[src/rtl/turfio_bidir_pkg.sv]
// Shared types and line constants for the TURFIO bidirectional command/response scheduler.
package turfio_bidir_pkg;

  typedef enum logic [3:0] {
    IDLE,
    PRE0,
    PRE1,
    PRE2,
    DATA,
    TURN_IN,
    POST,
    RESP,
    TURN_OUT
  } state_t;

  localparam logic [4:0] PREAMBLE  = 5'b10101;
  localparam logic [3:0] POSTAMBLE = 4'b1110;

endpackage

[src/rtl/turfio_rr_arb2.sv]
// Two-requester round-robin arbiter; the pointer only moves when a grant is taken.
module turfio_rr_arb2 (
  input  logic       rxclk_i,
  input  logic       rst_i,
  input  logic [1:0] req_i,
  input  logic       gnt_en_i,
  output logic [1:0] grant_o
);

  logic ptr;

  always_comb begin
    grant_o = 2'b00;
    unique case (req_i)
      2'b01:   grant_o = 2'b01;
      2'b10:   grant_o = 2'b10;
      2'b11:   grant_o = ptr ? 2'b10 : 2'b01;
      default: grant_o = 2'b00;
    endcase
  end

  // ptr=1 favours bit 1, so granting bit 0 hands priority to bit 1 and vice versa
  always_ff @(posedge rxclk_i) begin
    if (rst_i) begin
      ptr <= 1'b0;
    end else if (gnt_en_i && (grant_o != 2'b00)) begin
      ptr <= grant_o[0];
    end
  end

endmodule

[src/rtl/turfio_bidir_sched.sv]
// Half-duplex line scheduler: decodes preamble+command, then optionally turns the line
// around and drives postamble+response for the round-robin selected requester.
module turfio_bidir_sched
  import turfio_bidir_pkg::*;
#(
  parameter int NBITS     = 32,
  parameter int TURN_CLKS = 128
) (
  input  logic             rxclk_i,
  input  logic             rst_i,
  input  logic             rx_bit_i,
  output logic             tx_bit_o,
  output logic             tx_tri_o,
  output logic [NBITS-1:0] cmd_data_o,
  output logic             cmd_valid_o,
  output logic             pre_err_o,
  input  logic [1:0]       req_i,
  input  logic [NBITS-1:0] resp0_i,
  input  logic [NBITS-1:0] resp1_i,
  output logic [1:0]       ack_o
);

  localparam int BCW = $clog2(NBITS) + 1;
  localparam int TCW = $clog2(TURN_CLKS) + 1;
  localparam logic [BCW-1:0] BIT_LAST  = BCW'(NBITS - 1);
  localparam logic [BCW-1:0] POST_LAST = BCW'(3);
  localparam logic [TCW-1:0] TURN_LAST = TCW'(TURN_CLKS - 1);
  localparam logic [TCW-1:0] TURN_REL  = TCW'(TURN_CLKS - 2);

  state_t           state;
  logic [BCW-1:0]   bit_cnt;
  logic [TCW-1:0]   turn_cnt;
  logic             edge_q;
  logic [1:0]       grant;
  logic [1:0]       grant_q;
  logic [NBITS-1:0] rx_sr;
  logic [NBITS-1:0] resp_sr;
  logic             last_data;
  logic             gnt_en;

  assign last_data = (state == DATA) && (bit_cnt == BIT_LAST);
  assign gnt_en    = last_data && (req_i != 2'b00);

  turfio_rr_arb2 u_arb (
    .rxclk_i  (rxclk_i),
    .rst_i    (rst_i),
    .req_i    (req_i),
    .gnt_en_i (gnt_en),
    .grant_o  (grant)
  );

  // Datapath shift registers carry no reset; the FSM decides when they matter.
  always_ff @(posedge rxclk_i) begin
    if (state == DATA) begin
      rx_sr <= {rx_sr[NBITS-2:0], rx_bit_i};
    end
    if (gnt_en) begin
      resp_sr <= grant[1] ? resp1_i : resp0_i;
    end else if (((state == POST) && (bit_cnt == POST_LAST)) || (state == RESP)) begin
      resp_sr <= {resp_sr[NBITS-2:0], 1'b0};
    end
  end

  always_ff @(posedge rxclk_i) begin
    if (rst_i) begin
      state       <= IDLE;
      bit_cnt     <= '0;
      turn_cnt    <= '0;
      edge_q      <= 1'b1;
      tx_tri_o    <= 1'b1;
      tx_bit_o    <= 1'b1;
      cmd_data_o  <= '0;
      cmd_valid_o <= 1'b0;
      pre_err_o   <= 1'b0;
      ack_o       <= 2'b00;
      grant_q     <= 2'b00;
    end else begin
      cmd_valid_o <= 1'b0;
      pre_err_o   <= 1'b0;
      ack_o       <= 2'b00;
      bit_cnt     <= bit_cnt + 1'b1;
      turn_cnt    <= turn_cnt + 1'b1;
      // The edge register only follows the line while we are listening.
      if (state inside {IDLE, PRE0, PRE1, PRE2, DATA}) begin
        edge_q <= rx_bit_i;
      end

      unique case (state)
        IDLE: begin
          if (edge_q && !rx_bit_i) begin
            state <= PRE0; bit_cnt <= '0; turn_cnt <= '0;
          end
        end
        PRE0, PRE1, PRE2: begin
          bit_cnt  <= '0;
          turn_cnt <= '0;
          if (rx_bit_i != PREAMBLE[2'(PRE2 - state)]) begin
            state     <= IDLE;
            pre_err_o <= 1'b1;
          end else begin
            state <= (state == PRE0) ? PRE1 : (state == PRE1) ? PRE2 : DATA;
          end
        end
        DATA: begin
          if (last_data) begin
            cmd_data_o  <= {rx_sr[NBITS-2:0], rx_bit_i};
            cmd_valid_o <= 1'b1;
            bit_cnt     <= '0;
            turn_cnt    <= '0;
            if (req_i == 2'b00) begin
              state <= IDLE;
            end else begin
              grant_q <= grant;
              state   <= TURN_IN;
            end
          end
        end
        TURN_IN: begin
          if (turn_cnt == TURN_LAST) begin
            state <= POST; bit_cnt <= '0; turn_cnt <= '0;
            tx_tri_o <= 1'b0;
            tx_bit_o <= POSTAMBLE[3];
          end
        end
        POST: begin
          if (bit_cnt == POST_LAST) begin
            state <= RESP; bit_cnt <= '0; turn_cnt <= '0;
            tx_bit_o <= resp_sr[NBITS-1];
          end else begin
            tx_bit_o <= POSTAMBLE[2'd2 - bit_cnt[1:0]];
          end
        end
        RESP: begin
          if (bit_cnt == BIT_LAST) begin
            state <= TURN_OUT; bit_cnt <= '0; turn_cnt <= '0;
            tx_bit_o <= 1'b1;
            ack_o    <= grant_q;
          end else begin
            tx_bit_o <= resp_sr[NBITS-1];
          end
        end
        TURN_OUT: begin
          if (turn_cnt == TURN_REL) begin
            tx_tri_o <= 1'b1;
          end
          if (turn_cnt == TURN_LAST) begin
            state <= IDLE; bit_cnt <= '0; turn_cnt <= '0;
            edge_q <= 1'b1;
          end
        end
        default: begin
          state <= IDLE; bit_cnt <= '0; turn_cnt <= '0;
        end
      endcase
    end
  end

endmodule

[config.mk]
export PLATFORM = sky130hd
export DESIGN_NAME = turfio_bidir_sched
export DESIGN_NICKNAME = d
export VERILOG_FILES = /design/src/rtl/turfio_bidir_pkg.sv /design/src/rtl/turfio_rr_arb2.sv /design/src/rtl/turfio_bidir_sched.sv
export SDC_FILE = /design/constraint.sdc
export NUM_CORES = 1
export LEC_CHECK = 0
export BUFFER_PORTS_ARGS = -buffer_cell sky130_fd_sc_hd__buf_2
export CAP_MARGIN = 20
export CORE_AREA = 2 2 104 106
export DETAILED_ROUTE_END_ITERATION = 10
export DIE_AREA = 0 0 106 108
export GPL_TIMING_DRIVEN = 0
export PLACE_DENSITY = 0.71
export SYNTH_ARGS = -nofsm -noshare
export SYNTH_HDL_FRONTEND = slang
export SYNTH_SLANG_ARGS = --single-unit
[constraint.sdc]
create_clock -name rxclk_i -period 10.5 [get_ports rxclk_i]
set_input_delay 2.625 -clock rxclk_i [delete_from_list [all_inputs] [get_ports rxclk_i]]
set_output_delay 2.625 -clock rxclk_i [all_outputs]
set_load 0.02 [all_outputs]
==> metrics.txt <==
status=finished, final reports clean; hold crit path type=reg -> reg; headroom to the max-slew limit=39.45%; Net Sw Frac=27.13%; gpl congestion=0.8733; CTS Hold Bufs=0; Synth Cell Area=5086 um2; Placed Cells=~750; slowest cell on the critical path=dfxtp_1; final setup TNS=0 ps; post-CTS setup repair buffer count=0; cts bufs inserted=17; CTS Sinks=123; Arrival @ worst endpoint=1070 ps; die height=108 um; CTS root buffer=clkbuf_8; Buf/Inv on CP=1; worst-margin pin slew=908.2 ps; 1st-pass router iterations=5; Power Internal=between 900 and 1000 uW; post-route insts no fill=783; Sw Pwr=roughly 360 uW; GR Overflow Total=0; Cell Chain, Critical Path=buf_2; maximum VDD drop=0.00008783 V; P per Cell Area=206.9 nW/um2; endpoints failing setup=0; worst hold margin=~450 ps; Ports=~110; fin crit period=approximately 3700 ps; Fmax achieved=270.9 MHz; Final Hold Viols=0; clk slew on worst S/H paths=about 60 ps; register area share after synthesis=about 61%; number of global-route vias before repair=around 3800; Critical Path End Type=primary output; Syn. warnings=0; dominant synthesized flop cell=edfxtp_1; Max Cap Violations=0; DRC viols=0; ys async rst share=0%; Synth area leader=edfxtp_1; Cell Rows=37; top-area cell type share of the netlist area=a little under two fifths; combinational power share=approximately 15%; RSZ-0062 raised after global routing=false; Final Max Slew Viols=0; Post-Synthesis Cells=507; worst-path fanout max=2; H-tree levels=4; initial core utilization=49.71%; Placeable Area=10230 um2; Max clock buf depth=2; fraction of layout cells with a size suffix above 1=27.67%; Die Footprint=around 11000 um2; final antenna-violating net count=0; Area Overhead vs Synth=25.85%; via count=4021; Die Wd=106 um; CP peak stage delay=between 300 and 400 ps; largest net degree at the start of global routing=19; CTS tree=built; Flop pwr share=45.3%; Mean Syn Cell Area=roughly 10 um2; wire length per cell=13.70 um; Worst Path Class, Setup=reg -> out; Synth top cells by count=nand2_1 (139), edfxtp_1 (63), dfxtp_1 (60), nor2_1 (47), a21oi_1 (40); Netlist cell types=53; Required @ worst endpoint=7880 ps; largest cells by area after synthesis=edfxtp_1 (37%), dfxtp_1 (24%), nand2_1 (10%); filler instances=around 860; final wirelength=about 11000 um; Clk pwr share=roughly two fifths; Port-buffer cells=around 110; synthesized net count=between 500 and 600; final total power=around 1300 uW; clk_lat worst skew=between 500 and 600 ps; EDFF count, synth=63; first-pass GRT wire length=17310 um; fin crit share=35.16%; DRT iter0 DRCs=316; # diodes=0; final net count=around 710; post-DR vias/cell=5.135; initial antenna violation count=0; GRT Total Usage=19.55%; FF+latch count, synth=123; number of gates resized after CTS=0; Clock Skew=7.297 ps; CP startpoint kind=flop; Leak=0.002524 uW; dpl hpwl=7570 um; delay-heaviest family, CP=flip-flops; most common cell in the netlist=nand2_1
-- metal layers --
layer  track usage, %  part of all wire (%)
met5                0                     0
met3            6.329                   5.3
met2            30.37                    48
met4            9.492                   1.5
met1            24.89                    45
-- power groups by stage --
stage	sequential [uW]	combinational [uW]	clock, uW
6_report	600	195	530
5_1_grt	604	214	563
4_1_cts	599	195	539
3_5_place_dp	608	193	0
3_3_place_gp	609	178	0
2_1_floorplan	601	136	0
-- registers in the layout, summed over array words and instances, names as in the netlist, 2 cells and up --
signal,cells
resp_sr,32
state,4
ack_o,2
cmd_data_o,32
bit_cnt,6
grant_q,2
rx_sr,31
turn_cnt,8
-- worst paths after layout --
kind                                    end        from  slack, ps  cells past startpoint
worst min register to register     rx_sr[2]    rx_sr[1]        450                      0
worst min-delay path               rx_sr[2]    rx_sr[1]        450                      0
worst max-delay path               tx_bit_o    tx_bit_o       6810                      1
worst max register to register  resp_sr[17]  bit_cnt[0]       7710                      6
-- metrics by stage --
| stage | area (um2) | setup WS (ps) | util (%) |
|---|---|---|---|
| 3_3_place_gp | 5782 | 5225 | 56.51 |
| 4_1_cts | 6401 | 6785 | 62.57 |
| 5_1_grt | 6401 | 6676 | 62.57 |
| 3_5_place_dp | 5849 | 6312 | 57.17 |
| 6_report | 6401 | 6809 | 62.57 |
| 2_1_floorplan | 5086 | 6191 | - |
-- cell type report --
type | count | area (um2) | area share, %
well taps | 136 | 170.2 | 2.658
inverters | 7 | 26.28 | 0.4105
plain buffers | 31 | 156.4 | 2.443
clock inverters | 12 | 85.08 | 1.329
clock buffers | 20 | 466.7 | 7.291
multi-input cells | 346 | 1824 | 28.50
flip-flops and latches | 123 | 3093 | 48.32
repair buffers | 108 | 579.3 | 9.050
-- logic make-up after synthesis --
kind of cell	after synthesis	share of synthesized area [%]
and+or+nand+nor	229	19.61
DFF	123	60.81
AOI/OAI and AO/OA	100	12.67
buffers and inverters	38	3.591
xor gates and xnor gates	9	1.550
muxes	4	0.7872
adders and majority gates	4	0.9840
-- cell usage in the layout, fill, tap and decap left out, types with 2 or more instances in the layout --
cell	Yosys	final
inv_1	6	6
dfxtp_1	60	60
xnor2_1	5	5
and3_1	3	3
clkbuf_8	0	3
a31oi_1	33	33
and2_1	2	2
nand3_1	4	4
clkinvlp_4	0	3
buf_4	2	2
nand2b_1	4	4
nor2_1	47	47
mux2i_1	4	4
edfxtp_1	63	63
a21oi_1	40	40
inv_4	0	2
o21a_1	3	3
a21oi_2	2	2
nor2_2	10	10
nand3b_1	2	2
o21ai_0	3	3
buf_2	8	113
xor2_1	4	4
o31ai_1	3	2
clkbuf_16	0	17
clkinv_4	0	2
nand2_1	139	139
nor2b_1	2	2
ha_1	4	4
nor3_1	4	4
or3_1	2	2
a31o_2	3	3
clkbuf_1	18	18
inv_6	0	2
buf_6	3	4
clkinv_2	0	3
-- worst reg2reg max path, delay by kind of cell (launching register included) --
kind | cells | cell delay (ps)
AND/OR/NAND/NOR | 3 | 840
AO/OA/AOI/OAI | 1 | 790
flip-flops | 1 | 380
adder cells (fa/ha/maj) | 1 | 240
buffers and inverters | 1 | 240
Power figures use the tool's default switching activity.
